## src/rtl/conv_event_scheduler.sv

```systemverilog
// CONV2D event sequencer: pops FIFO events, expands spike events into kernel/fmap jobs, handshakes timestep events.
// Optional statistics counters are built when CONV_SCHED_STATS_EN is defined; otherwise stat_* are tied to 0.
module conv_event_scheduler #(
   parameter int KERNEL_SIZE         = 3,
   parameter int IN_CHANNELS         = 2,
   parameter int IMG_HEIGHT          = 8,
   parameter int IMG_WIDTH           = 8,
   parameter int BITS_PER_COORDINATE = 4,
   localparam int KA_CLOG = $clog2(KERNEL_SIZE * KERNEL_SIZE * IN_CHANNELS),
   localparam int FA_CLOG = $clog2(IMG_HEIGHT * IMG_WIDTH),
   localparam int KA_W    = (KA_CLOG < 1) ? 1 : KA_CLOG,
   localparam int FA_W    = (FA_CLOG < 1) ? 1 : FA_CLOG,
   localparam int DW      = 2 * BITS_PER_COORDINATE + IN_CHANNELS + 1
) (
   input  logic            clk,
   input  logic            rst_n,
   input  logic            enable,
   input  logic            fifo_empty,
   output logic            fifo_read_en,
   input  logic [DW-1:0]   fifo_read_data,
   output logic            job_valid,
   input  logic            job_ready,
   output logic [KA_W-1:0] job_kernel_addr,
   output logic [FA_W-1:0] job_fmap_addr,
   output logic            ts_req,
   input  logic            ts_ack,
   output logic            event_done,
   output logic            busy,
   output logic [31:0]     stat_events,
   output logic [31:0]     stat_jobs,
   output logic [31:0]     stat_dropped
);

   localparam logic [2:0] S_IDLE    = 3'd0;
   localparam logic [2:0] S_LOAD    = 3'd1;
   localparam logic [2:0] S_JOB     = 3'd2;
   localparam logic [2:0] S_NEXT_CH = 3'd3;
   localparam logic [2:0] S_TS_WAIT = 3'd4;
   localparam logic [2:0] S_DONE    = 3'd5;

   localparam int          B    = BITS_PER_COORDINATE;
   localparam int          CW   = B + 2;
   localparam int          KW   = (KERNEL_SIZE > 1) ? $clog2(KERNEL_SIZE) : 1;
   localparam int          CH_W = (IN_CHANNELS > 1) ? $clog2(IN_CHANNELS) : 1;
   localparam int unsigned P    = (KERNEL_SIZE - 1) / 2;
   localparam int unsigned KU   = KERNEL_SIZE;
   localparam int unsigned KK   = KERNEL_SIZE * KERNEL_SIZE;
   localparam int unsigned IW   = IMG_WIDTH;
   localparam int unsigned IH   = IMG_HEIGHT;

   logic [2:0]             r_state;
   logic [B-1:0]           r_x;
   logic [B-1:0]           r_y;
   logic [IN_CHANNELS-1:0] r_mask;
   logic [CH_W-1:0]        r_ch;
   logic [KW-1:0]          r_kx;
   logic [KW-1:0]          r_ky;

   logic                   w_pop;
   logic signed [CW-1:0]   w_tx;
   logic signed [CW-1:0]   w_ty;
   logic                   w_x_in;
   logic                   w_y_in;
   logic                   w_in;
   logic                   w_in_job;
   logic                   w_job_valid;
   logic                   w_adv;
   logic                   w_last_kx;
   logic                   w_last_ky;
   logic [CH_W-1:0]        w_lsb_idx;
   logic                   w_found;

   assign w_pop = (r_state == S_IDLE) && enable && !fifo_empty;

   // Tap target: two extra bits so x+P-kx can go negative or past the edge without wrapping.
   assign w_tx = $signed({2'b00, r_x}) + $signed(CW'(P)) - $signed(CW'(r_kx));
   assign w_ty = $signed({2'b00, r_y}) + $signed(CW'(P)) - $signed(CW'(r_ky));

   assign w_x_in = !w_tx[CW-1] && (32'(w_tx[CW-2:0]) < IW);
   assign w_y_in = !w_ty[CW-1] && (32'(w_ty[CW-2:0]) < IH);
   assign w_in   = w_x_in && w_y_in;

   assign w_in_job    = (r_state == S_JOB);
   assign w_job_valid = w_in_job && w_in;
   assign w_adv       = w_in_job && (!w_in || job_ready);
   assign w_last_kx   = (r_kx == KW'(KERNEL_SIZE - 1));
   assign w_last_ky   = (r_ky == KW'(KERNEL_SIZE - 1));

   always_comb begin
      w_lsb_idx = '0;
      w_found   = 1'b0;
      for (int unsigned i = 0; i < IN_CHANNELS; i++) begin
         if (r_mask[i] && !w_found) begin
            w_lsb_idx = CH_W'(i);
            w_found   = 1'b1;
         end
      end
   end

   assign fifo_read_en = w_pop;
   assign job_valid    = w_job_valid;
   assign ts_req       = (r_state == S_TS_WAIT);
   assign event_done   = (r_state == S_DONE);
   assign busy         = (r_state != S_IDLE);

   // Addresses are forced to zero whenever no job is presented; they only depend on registers while valid.
   assign job_kernel_addr = w_job_valid
      ? KA_W'(32'(r_ch) * KK + 32'(r_ky) * KU + 32'(r_kx)) : '0;
   assign job_fmap_addr = w_job_valid
      ? FA_W'(32'(w_ty[CW-2:0]) * IW + 32'(w_tx[CW-2:0])) : '0;

   always_ff @(posedge clk or negedge rst_n) begin
      if (!rst_n) begin
         r_state <= S_IDLE;
         r_x     <= '0;
         r_y     <= '0;
         r_mask  <= '0;
         r_ch    <= '0;
         r_kx    <= '0;
         r_ky    <= '0;
      end else begin
         case (r_state)
            S_IDLE: begin
               if (w_pop) r_state <= S_LOAD;
            end
            S_LOAD: begin
               if (fifo_read_data[DW-1]) begin
                  r_state <= S_TS_WAIT;
               end else begin
                  r_x     <= fifo_read_data[DW-2 -: B];
                  r_y     <= fifo_read_data[DW-2-B -: B];
                  r_mask  <= fifo_read_data[IN_CHANNELS-1:0];
                  r_state <= S_NEXT_CH;
               end
            end
            S_NEXT_CH: begin
               if (r_mask == '0) begin
                  r_state <= S_DONE;
               end else begin
                  r_ch    <= w_lsb_idx;
                  r_kx    <= '0;
                  r_ky    <= '0;
                  r_state <= S_JOB;
               end
            end
            S_JOB: begin
               if (w_adv) begin
                  if (w_last_kx) begin
                     r_kx <= '0;
                     if (w_last_ky) begin
                        r_mask  <= r_mask & ~(IN_CHANNELS'(1) << r_ch);
                        r_state <= S_NEXT_CH;
                     end else begin
                        r_ky <= r_ky + KW'(1);
                     end
                  end else begin
                     r_kx <= r_kx + KW'(1);
                  end
               end
            end
            S_TS_WAIT: begin
               if (ts_ack) r_state <= S_DONE;
            end
            S_DONE: begin
               r_state <= S_IDLE;
            end
            default: begin
               r_state <= S_IDLE;
            end
         endcase
      end
   end

`ifdef CONV_SCHED_STATS_EN
   logic [31:0] r_stat_events;
   logic [31:0] r_stat_jobs;
   logic [31:0] r_stat_dropped;

   always_ff @(posedge clk or negedge rst_n) begin
      if (!rst_n) begin
         r_stat_events  <= '0;
         r_stat_jobs    <= '0;
         r_stat_dropped <= '0;
      end else begin
         if (r_state == S_DONE)        r_stat_events  <= r_stat_events + 32'd1;
         if (w_job_valid && job_ready) r_stat_jobs    <= r_stat_jobs + 32'd1;
         if (w_in_job && !w_in)        r_stat_dropped <= r_stat_dropped + 32'd1;
      end
   end

   assign stat_events  = r_stat_events;
   assign stat_jobs    = r_stat_jobs;
   assign stat_dropped = r_stat_dropped;
`else
   assign stat_events  = '0;
   assign stat_jobs    = '0;
   assign stat_dropped = '0;
`endif

endmodule

```

## config.mk

```make
export PLATFORM = sky130hd
export DESIGN_NAME = conv_event_scheduler
export DESIGN_NICKNAME = d
export VERILOG_FILES = /design/src/rtl/conv_event_scheduler.sv
export SDC_FILE = /design/constraint.sdc
export NUM_CORES = 1
export LEC_CHECK = 0
export CAP_MARGIN = 30
export CORE_UTILIZATION = 42
export CTS_CLUSTER_SIZE = 14
export DETAILED_ROUTE_END_ITERATION = 16
export MAX_ROUTING_LAYER = met4
export PLACE_DENSITY = 0.87
export SYNTH_ARGS = -nofsm -noshare
export SYNTH_HDL_FRONTEND = slang
export SYNTH_SLANG_ARGS = --single-unit
```

## constraint.sdc

```tcl
create_clock -name clk -period 4.7 [get_ports clk]
set_input_delay 1.41 -clock clk [delete_from_list [all_inputs] [get_ports clk]]
set_output_delay 1.41 -clock clk [all_outputs]
set_load 0.01 [all_outputs]
```

**After elaboration in Yosys (flattened, before gate mapping)**

Cells that the tools add are included.
Widths: inputs -> output; s select.

- Bits of input ports: 17
- Output and inout port bits: 112
- Register bits: 18

- Eq/ne operators: 15
- $mul: 2
- Order comparisons: 2
- Add/subtract/negate cells: 9
- Reductions and logical operators: 25
- Shift operators: 1
- Bitwise logic cells: 4
- Mux-type cells: 25

Operator list:

| cell | number |
|---|---|
| $mux 3 | 7 |
| $mux 2 | 10 |
| $pmux 3 s5 | 1 |
| $reduce_and 5->1 | 3 |
| $pmux 2 s2 | 3 |
| $sub 5x2->6 | 2 |
| $add 4x1->5 const B | 2 |
| $lt 5x4->1 const B | 2 |
| $logic_and 1x1->1 | 8 |
| $ne 2x1->1 const B | 4 |
| $ne 2x2->1 const B | 4 |
| $add 6x5->6 | 1 |
| $eq 3x2->1 const B | 2 |
| $eq 3x3->1 const B | 2 |
| $mux 6 | 1 |
| $add 5x2->5 | 1 |
| $add 5x4->5 | 1 |
| $logic_not 1->1 | 5 |
| $mul 1x4->5 const B | 1 |
| $mux 5 | 1 |
| $add 2x1->2 const B | 2 |
| $eq 2x2->1 const B | 2 |
| $mul 2x2->4 const B | 1 |
| $reduce_and 2->1 | 2 |
| other kinds (12) | 15 |

**Logic depth before layout (Yosys ltp)**

Gate-level depths: netlist of the first run.

- Depth after elaboration: 10
- Depth in mapped cells: 12

**Worst setup path after synthesis of the first run**

OpenSTA, ideal clock, no wires.

- Path type: reg2out
- From: reg r_kx[1]
- To: out job_fmap_addr[5]
- Data arrival time: 2.457 ns
- Cell stages (with the launch flop): 10
- Buffers on the path: 0
- Path slack: 0.833 ns
- Cell sequence: dfrtp_1 > ha_1 > inv_1 > ha_1 > fa_1 > xnor2_1 > ha_1 > fa_1 > xor2_1 > nor3_1

- Longest elaborated chain between the ends: 6

Ends and longest elaborated chain:

| item | line | RTL |
|---|---|---|
| from (decl) | 56 | `logic [KW-1:0] r_kx;` |
| from (signal assigned) | 157 | `r_kx <= r_kx + KW'(1);` |
| $sub 5x2->6 (*) | 76 | `assign w_tx = $signed({2'b00, r_x}) + $signed(CW'(P)) - $signed(CW'(r_kx));` |
| $lt 5x4->1 or $logic_not 1->1 (tied branches) | 79 | `assign w_x_in = !w_tx[CW-1] && (32'(w_tx[CW-2:0]) < IW);` |
| $logic_and 1x1->1 | 79 |  |
| $logic_and 1x1->1 | 81 | `assign w_in = w_x_in && w_y_in;` |
| $logic_and 1x1->1 | 84 | `assign w_job_valid = w_in_job && w_in;` |
| $mux 6 (*) | 110 | `? FA_W'(32'(w_ty[CW-2:0]) * IW + 32'(w_tx[CW-2:0])) : '0;` |
| to (decl) | 24 | `output logic [FA_W-1:0] job_fmap_addr,` |

Every way passes the cells marked *; elsewhere a longest branch is shown, timed or not.

**Worst setup path in the final report of the first run**

- From: reg r_kx[1]
- To: out job_fmap_addr[4]

Same word-level chain as after synthesis.

==> results of run 1 <==
[area by class of cell]
type                            instances  area [sq um]  share of cell area
Clock buffer                            3         41.29             0.01745
Tap cell                               70         87.58             0.03702
Sequential cell                        18         451.7              0.1909
Timing Repair Buffer                   34         336.6              0.1423
Multi-Input combinational cell        224          1381              0.5838
Inverter                               18         67.56             0.02856
[logic make-up (layout without fill, tap and decap cells)]
| group | count (synthesis) | count (layout) |
|---|---|---|
| DFF | 18 | 18 |
| and+or+nand+nor | 64 | 64 |
| muxes | 3 | 3 |
| adders and majority gates | 26 | 26 |
| AOI/OAI and AO/OA | 32 | 32 |
| buffers and inverters | 119 | 55 |
| xor gates and xnor gates | 3 | 3 |
| other | 1 | 96 |
[Yosys cell counts, types with 3 or more instances]
library cell and instances:
sky130_fd_sc_hd__inv_1 18, sky130_fd_sc_hd__buf_4 96, sky130_fd_sc_hd__nor2b_1 4, sky130_fd_sc_hd__a21oi_1 8
sky130_fd_sc_hd__fa_1 5, sky130_fd_sc_hd__nand2_1 15, sky130_fd_sc_hd__and3b_1 3, sky130_fd_sc_hd__nor2_1 10
sky130_fd_sc_hd__clkbuf_1 3, sky130_fd_sc_hd__ha_1 21, sky130_fd_sc_hd__and2_1 9, sky130_fd_sc_hd__o21ai_0 9
sky130_fd_sc_hd__nor3_1 6, sky130_fd_sc_hd__dfrtp_1 18
[report_power, final]
group	switching (uW)	internal [uW]	total [uW]
Clock	52.8	57.0	110
Combinational	429	344	773
Sequential	88.1	225	313
[sequential cells by signal, indices dropped and copies added (netlist names)]
signal,count
r_ky,2
r_mask,2
r_state,3
r_kx,2
r_x,4
r_ch,1
r_y,4
[worst paths after layout]
kind,startpoint,endpoint,slack (ns)
max,r_kx[1],job_fmap_addr[4],0.13
min reg2reg,r_mask[0],r_ch,0.51
min in group asynchronous,rst_n,r_y[3],1.62
min,r_mask[0],r_ch,0.51
max in group asynchronous,rst_n,r_kx[1],2.53
max reg2reg,r_kx[1],r_ky[0],1.64
[per-layer routing]
| layer | track usage | wire length [um] | vias to the layer above |
|---|---|---|---|
| li1 | - | - | 744 |
| met1 | 0.1653 | 1595 | 719 |
| met2 | 0.2448 | 1907 | 87 |
| met3 | 0.01984 | 236 | 4 |
| met4 | 0.05556 | 56 | 0 |
| met5 | - | 0 | - |
[per-stage QoR]
| step | instance area [sq um] | util |
|---|---|---|
| 6_report | 2366 | 0.4574 |
| 5_1_grt | 2366 | 0.4574 |
| 4_1_cts | 2357 | 0.4557 |
| 3_5_place_dp | 2315 | 0.4475 |
| 3_3_place_gp | 2315 | 0.4475 |
| 2_1_floorplan | 2646 | - |
[timing repair]
| action | 4_1_cts | 5_1_grt |
|---|---|---|
| resized for setup | 2 | 3 |
| pin swaps | 0 | 0 |
| setup endpoints to repair | 9 | 9 |
==> flow_summary.json, run 1 <==
{
  "outcome": "finished, final reports clean",
  "num_vias": 1554,
  "hold_ws_ns": 0.5114,
  "fp-row-count": 26,
  "postSynth.asyncResetShare": 1.000,
  "synthesis.yosys.warnings": 0,
  "die_height_um": 75.84,
  "synth.cell_area_sq_um": 2290,
  "die_area_sq_um": 5751,
  "floorplan.io_pins": 129,
  "starting_density_of_the_core": 0.4427,
  "overall_global_routing_usage": 0.1416,
  "worst_skew_pair.late_latency_ns": 0.26,
  "timing.final.crit_period_ns": 4.568,
  "number_of_h_tree_levels": 1,
  "clock_root_buffer": "sky130_fd_sc_hd__clkbuf_8",
  "layout_common_cells": "96 x sky130_fd_sc_hd__conb_1, 30 x sky130_fd_sc_hd__clkdlybuf4s50_1, 21 x sky130_fd_sc_hd__ha_1",
  "max_clock_freq_mhz": 218.9,
  "synth-xor-area-share": 0.01148,
  "worst_setup_path_end_kind": "output port",
  "critical-path-max-stage-delay_ns": 0.52,
  "worstSetupStartpointType": "flop",
  "synth-compound-area-share": 0.09727,
  "floorplan.core_area_sq_um": 5172,
  "cts_buffers": 3,
  "p_per_area_nw_per_um2": 505.4,
  "dpl.hpwl_um": 3089,
  "max-vdd-ir-drop_mv": 0.1927,
  "cp.arrival_ns": 3.16,
  "post_synth_inst_count": 266,
  "synth_edf_count": 0,
  "final_max_slew_viol_count": 0,
  "detail_route.vias_per_cell": 4.234,
  "post-route-worst-setup-slack_ns": 0.1317,
  "dr.first_iter.drc_count": 50,
  "nFillCells": 494,
  "worst_slew_pin_slew_ns": 0.8113,
  "detailedPlace.worstSlack_ns": 0.2609,
  "synth.ff_latch_count": 18,
  "grt_pass1_wl_um": 5885,
  "synth_flop_cell": "sky130_fd_sc_hd__dfrtp_1",
  "ys_seq_area_frac": 0.1967,
  "detail-route-antenna-nets": 0,
  "post_cts_hold_buffer_count": 0,
  "crit_path_top_delay_cell": "sky130_fd_sc_hd__clkdlybuf4s50_1",
  "fp.dieW_um": 75.84,
  "final-instance-count-excl-fill": 367,
  "critPathBufInv": 2,
  "overall_power_uw": 1196,
  "critPathRequiredTime_ns": 3.29,
  "rsz0062_at_grt": "yes",
  "setup_tns_ns": 0,
  "io_buffer_count": 32,
  "first_pass_iters": 4,
  "worst_hold_path_type": "reg2reg",
  "cp.depth": 9,
  "grt_start_max_net_pins": 19,
  "number_of_post_cts_setup_repair_buffers": 0,
  "total_congestion_overflow": 0,
  "overall_routed_net_length_um": 3796,
  "max-cap-violations": 0,
  "critical_path.top_delay_family": "adder cells",
  "gp_congestion": 0.8362,
  "power_leakage_uw": 0.001218,
  "dominant_combinational_cell_family_by_area_after_synthesis": "buffers and inverters",
  "post-route-period-util": 0.9720,
  "grt_antenna_before_repair": 0,
  "timing.hold.worst_path_depth": 1,
  "antenna_cells_inserted": 0,
  "clk_path_buf_depth": 2,
  "simple_gate_fraction_of_synth_area": 0.1612,
  "yosys.area_share.adder": 0.1585,
  "timing_worst_setup_path_type": "reg2out",
  "routed_wire_length_per_instance_um": 10.34,
  "finalNetCount": 342,
  "hold_viol": 0,
  "syn-mean-instance-area_sq_um": 8.608,
  "synth.top_cell.area_share": 0.3148,
  "sink_count_of_the_clock_tree": 18,
  "timing.max_slew.rel_slack": 0.4574,
  "yosysUniqueCellTypes": 43,
  "drc_errors": 0,
  "report.final.setup_viol": 0,
  "cts_tree": "yes",
  "synth.top_cells.by_area": "sky130_fd_sc_hd__buf_4 31%, sky130_fd_sc_hd__dfrtp_1 20%, sky130_fd_sc_hd__ha_1 11%",
  "worst-path-max-fanout": 7,
  "clock-skew-final_ns": 0.009595,
  "cp_cell_sequence": "ha_1, inv_1, ha_1, fa_1, xnor2_1, ha_1, fa_1, and2_1, clkdlybuf4s50_1",
  "area_delta_synth_final_pct": 3.333,
  "post_route_cells_drive_above_1_share": 0.05051,
  "synth.area.mux_share": 0.01421,
  "first_global_vias": 1310,
  "mostFrequentLayoutCell": "sky130_fd_sc_hd__conb_1",
  "cp_common_cell": "sky130_fd_sc_hd__ha_1",
  "synth.largest_area_cell": "sky130_fd_sc_hd__buf_4",
  "clkTransAtPathRegs_ns": 0.07,
  "place.detailed.instances": 364,
  "reg2regPathDepth": 10
}
Power figures use the tool's default switching activity.
==> run 2: changes to the inputs <==
--- a/config.mk
+++ b/config.mk
@@ -5,12 +5,13 @@
 export SDC_FILE = /design/constraint.sdc
 export NUM_CORES = 1
 export LEC_CHECK = 0
+export ABC_AREA = 1
 export CAP_MARGIN = 30
-export CORE_UTILIZATION = 42
+export CORE_UTILIZATION = 43
 export CTS_CLUSTER_SIZE = 14
 export DETAILED_ROUTE_END_ITERATION = 16
 export MAX_ROUTING_LAYER = met4
-export PLACE_DENSITY = 0.87
+export PLACE_DENSITY = 0.88
 export SYNTH_ARGS = -nofsm -noshare
 export SYNTH_HDL_FRONTEND = slang
 export SYNTH_SLANG_ARGS = --single-unit
==> flow_summary.json, run 2 <==
{
  "outcome": "finished, final reports clean",
  "clkTransAtPathRegs_ns": 0.07,
  "worst_skew_pair.late_latency_ns": 0.27,
  "antenna_cells_inserted": 0,
  "max_clock_freq_mhz": 223.3,
  "fp.dieW_um": 75.31,
  "first_pass_iters": 4,
  "worst_hold_path_type": "reg2reg",
  "max-vdd-ir-drop_mv": 0.2570,
  "setup.reg_to_reg.worst_slack_ns": 2.38,
  "synth.cell_area_sq_um": 2311,
  "yosys.area_share.adder": 0.1570,
  "overall_routed_net_length_um": 3632,
  "area_delta_synth_final_pct": 4.007,
  "internal_power_consumption_uw": 583.8,
  "detail-route-antenna-nets": 0,
  "worst_slew_pin_slew_ns": 0.8352,
  "number_of_post_cts_setup_repair_buffers": 0,
  "power_leakage_uw": 0.001375,
  "setup.worst_path.start": "r_ky[0]",
  "cts_tree": "yes",
  "num_vias": 1621,
  "cp_cell_sequence": "inv_1, ha_1, fa_1, inv_1, ha_1, fa_1, xnor2_1, nor2_2, clkdlybuf4s50_1",
  "starting_density_of_the_core": 0.4496,
  "seqCellArea_sq_um": 450.4,
  "routed_wire_length_per_instance_um": 9.126,
  "cp.arrival_ns": 3.07,
  "synth.ff_latch_count": 18,
  "yosysUniqueCellTypes": 31,
  "dr.first_iter.drc_count": 52,
  "detail_route.vias_per_cell": 4.073,
  "layout_common_cells": "96 x sky130_fd_sc_hd__conb_1, 37 x sky130_fd_sc_hd__inv_1, 35 x sky130_fd_sc_hd__nand2_1",
  "worstSetupStartpointType": "flop",
  "synthesis.yosys.warnings": 0,
  "combinationalPowerShare": 0.656,
  "nFillCells": 514,
  "grt_antenna_before_repair": 0,
  "dominant_combinational_cell_family_by_area_after_synthesis": "buffers and inverters",
  "report.final.setup_viol": 0,
  "number_of_h_tree_levels": 1,
  "post-route-period-util": 0.9527,
  "synth_edf_count": 0,
  "overall_power_uw": 1179,
  "first_global_vias": 1417,
  "drc_errors": 0,
  "dpl.hpwl_um": 3038,
  "critical-path-max-stage-delay_ns": 0.54,
  "post_cts_hold_buffer_count": 0,
  "crit_path_top_delay_cell": "sky130_fd_sc_hd__clkdlybuf4s50_1",
  "area_used_by_multi_input_combinational_logic_sq_um": 1331,
  "floorplan.core_area_sq_um": 5140,
  "reg2reg_to": "r_kx[1]",
  "p_switching_uw": 595.6,
  "mostFrequentLayoutCell": "sky130_fd_sc_hd__conb_1",
  "synth.top_cell.area_share": 0.3119,
  "worst_setup_path_end_kind": "output port",
  "synth.top_cells.by_area": "sky130_fd_sc_hd__buf_4 31%, sky130_fd_sc_hd__dfrtp_1 19%, sky130_fd_sc_hd__ha_1 11%",
  "synth_flop_cell": "sky130_fd_sc_hd__dfrtp_1",
  "yosys-top-cells-count": "96 x sky130_fd_sc_hd__buf_4, 37 x sky130_fd_sc_hd__inv_1, 35 x sky130_fd_sc_hd__nand2_1, 21 x sky130_fd_sc_hd__ha_1, 18 x sky130_fd_sc_hd__dfrtp_1",
  "critical_path.top_delay_family": "adder cells",
  "timing_worst_setup_path_type": "reg2out",
  "gp_congestion": 0.8898,
  "cts_buffers": 3,
  "finalNetCount": 372,
  "grt_start_max_net_pins": 19,
  "die_area_sq_um": 5672,
  "synth-compound-area-share": 0.04819,
  "syn-mean-instance-area_sq_um": 7.834,
  "setup_tns_ns": 0,
  "final_max_slew_viol_count": 0,
  "largest_registers_in_the_final_layout": "r_x x4, r_y x4, r_state x3",
  "postSynth.asyncResetShare": 1.000,
  "crit_end": "job_kernel_addr[3]",
  "timing.final.crit_period_ns": 4.478,
  "sink_count_of_the_clock_tree": 18,
  "p_per_area_nw_per_um2": 490.7,
  "simple_gate_fraction_of_synth_area": 0.1955,
  "reg2regPathDepth": 13,
  "clock-skew-final_ns": 0.001901,
  "grt_pass1_wl_um": 5858,
  "floorplan.io_pins": 129,
  "worst-path-max-fanout": 5,
  "hold_viol": 0,
  "synth.largest_area_cell": "sky130_fd_sc_hd__buf_4",
  "timing.max_slew.rel_slack": 0.4414,
  "ys_seq_area_frac": 0.1949,
  "critPathBufInv": 3,
  "post-synth-top-count-cell": "sky130_fd_sc_hd__buf_4",
  "synth.area.mux_share": 0.009746,
  "switching_share": 0.5050,
  "die_height_um": 75.31,
  "overall_global_routing_usage": 0.1419,
  "clk_path_buf_depth": 2,
  "io_buffer_count": 32,
  "power.share.sequential": 0.232,
  "rsz0062_at_grt": "no",
  "post_route_cells_drive_above_1_share": 0.09756,
  "cp.depth": 9,
  "clock_power_share": 0.112,
  "clock_root_buffer": "sky130_fd_sc_hd__clkbuf_8",
  "critical_path.reg2reg.startpoint": "r_kx[1]",
  "synth-xor-area-share": 0.007580,
  "max-cap-violations": 0,
  "post_synth_inst_count": 295,
  "total_congestion_overflow": 0,
  "fp-row-count": 26,
  "critPathRequiredTime_ns": 3.29
}
-- run 2: changes by cell type in the layout (fill, tap and decap cells not counted), moves of 4 or more --
cell,previous run,this run
sky130_fd_sc_hd__and2_1,9,0
sky130_fd_sc_hd__inv_1,18,37
sky130_fd_sc_hd__inv_2,0,4
sky130_fd_sc_hd__nand2_1,15,35
sky130_fd_sc_hd__nand3_1,2,12
sky130_fd_sc_hd__nand4_1,0,4
sky130_fd_sc_hd__nor2_1,9,15
sky130_fd_sc_hd__nor2_2,0,10
sky130_fd_sc_hd__nor2b_1,4,0
sky130_fd_sc_hd__nor3_1,6,2
sky130_fd_sc_hd__o21ai_0,9,2
-- run 2: per-layer routing --
| metal | vias up | track usage | part of all wire |
|---|---|---|---|
| met2 | 88 | 0.2460 | 0.49 |
| met4 | 0 | 0.06790 | 0.020 |
| met5 | - | - | 0 |
| met1 | 737 | 0.1610 | 0.42 |
| li1 | 791 | - | - |
| met3 | 5 | 0.01984 | 0.072 |
-- run 2: logic make-up (layout without fill, tap and decap cells) --
| group | Yosys count | after routing |
|---|---|---|
| buffers and inverters | 139 | 77 |
| multiplexers | 2 | 2 |
| AO/OA/AOI/OAI | 19 | 19 |
| flip-flops | 18 | 18 |
| adder cells (fa/ha/maj) | 26 | 26 |
| XOR/XNOR | 2 | 2 |
| AND/OR/NAND/NOR | 88 | 88 |
| other | 1 | 96 |
-- run 2: cell type report --
type / instances / share of cell area
inverter: 41 / 0.06403
sequential: 18 / 0.1874
multi-input combinational: 233 / 0.5539
timing repair buffer: 32 / 0.1353
clock buffer: 4 / 0.02290
tap: 70 / 0.03644
-- run 2: metrics by stage --
| step | hold slack [ns] | cells | utilization | setup slack [ns] | instance area [sq um] |
|---|---|---|---|---|---|
| 6_report | 0.4894 | 398 | 0.4676 | 0.2221 | 2404 |
| 5_1_grt | 0.5401 | 398 | 0.4676 | 0.09789 | 2404 |
| 4_1_cts | 0.4961 | 398 | 0.4657 | 0.1037 | 2394 |
| 3_5_place_dp | 0.4794 | 394 | 0.4550 | 0.4147 | 2338 |
| 3_3_place_gp | 0.4592 | 394 | 0.4550 | 0.4437 | 2338 |
| 2_1_floorplan | 0.4419 | 390 | - | 0.9722 | 2668 |
-- run 2: power by group through the flow --
stage	logic (uW)	clock network, uW	registers (uW)
after floorplan	661	0	263
after global placement	737	0	273
after detailed placement	771	0	276
after CTS	777	138	273
after global routing	912	139	284
final	773	133	274
-- run 2: worst register-to-register path, cell delays in order, from the launching register on --
cell                      delay (ns)
sky130_fd_sc_hd__dfrtp_1        0.42
sky130_fd_sc_hd__ha_1           0.29
sky130_fd_sc_hd__inv_1          0.04
sky130_fd_sc_hd__ha_1           0.21
sky130_fd_sc_hd__fa_1           0.39
sky130_fd_sc_hd__nand2_1        0.08
sky130_fd_sc_hd__nand2_1        0.07
sky130_fd_sc_hd__nor2_1         0.12
sky130_fd_sc_hd__nand2_2        0.09
sky130_fd_sc_hd__nor2_4         0.16
sky130_fd_sc_hd__nand3_4        0.14
sky130_fd_sc_hd__nand2_4        0.12
sky130_fd_sc_hd__nand2_1        0.07
sky130_fd_sc_hd__o21ai_2        0.06
-- run 2: worst min-delay path by stage --
stage	from	cells after the start	to
final	r_mask[0]	2	r_mask[0]
after global routing	r_mask[1]	2	r_mask[1]
after CTS	r_mask[0]	2	r_mask[0]
after detailed placement	r_mask[0]	2	r_mask[0]
after global placement	r_mask[0]	2	r_mask[0]
after floorplan	r_mask[0]	2	r_mask[0]
-- run 2: repair_timing --
item	CTS	global route
endpoints found under the hold margin	0	0
resized for setup	0	3
setup endpoints to repair	0	3
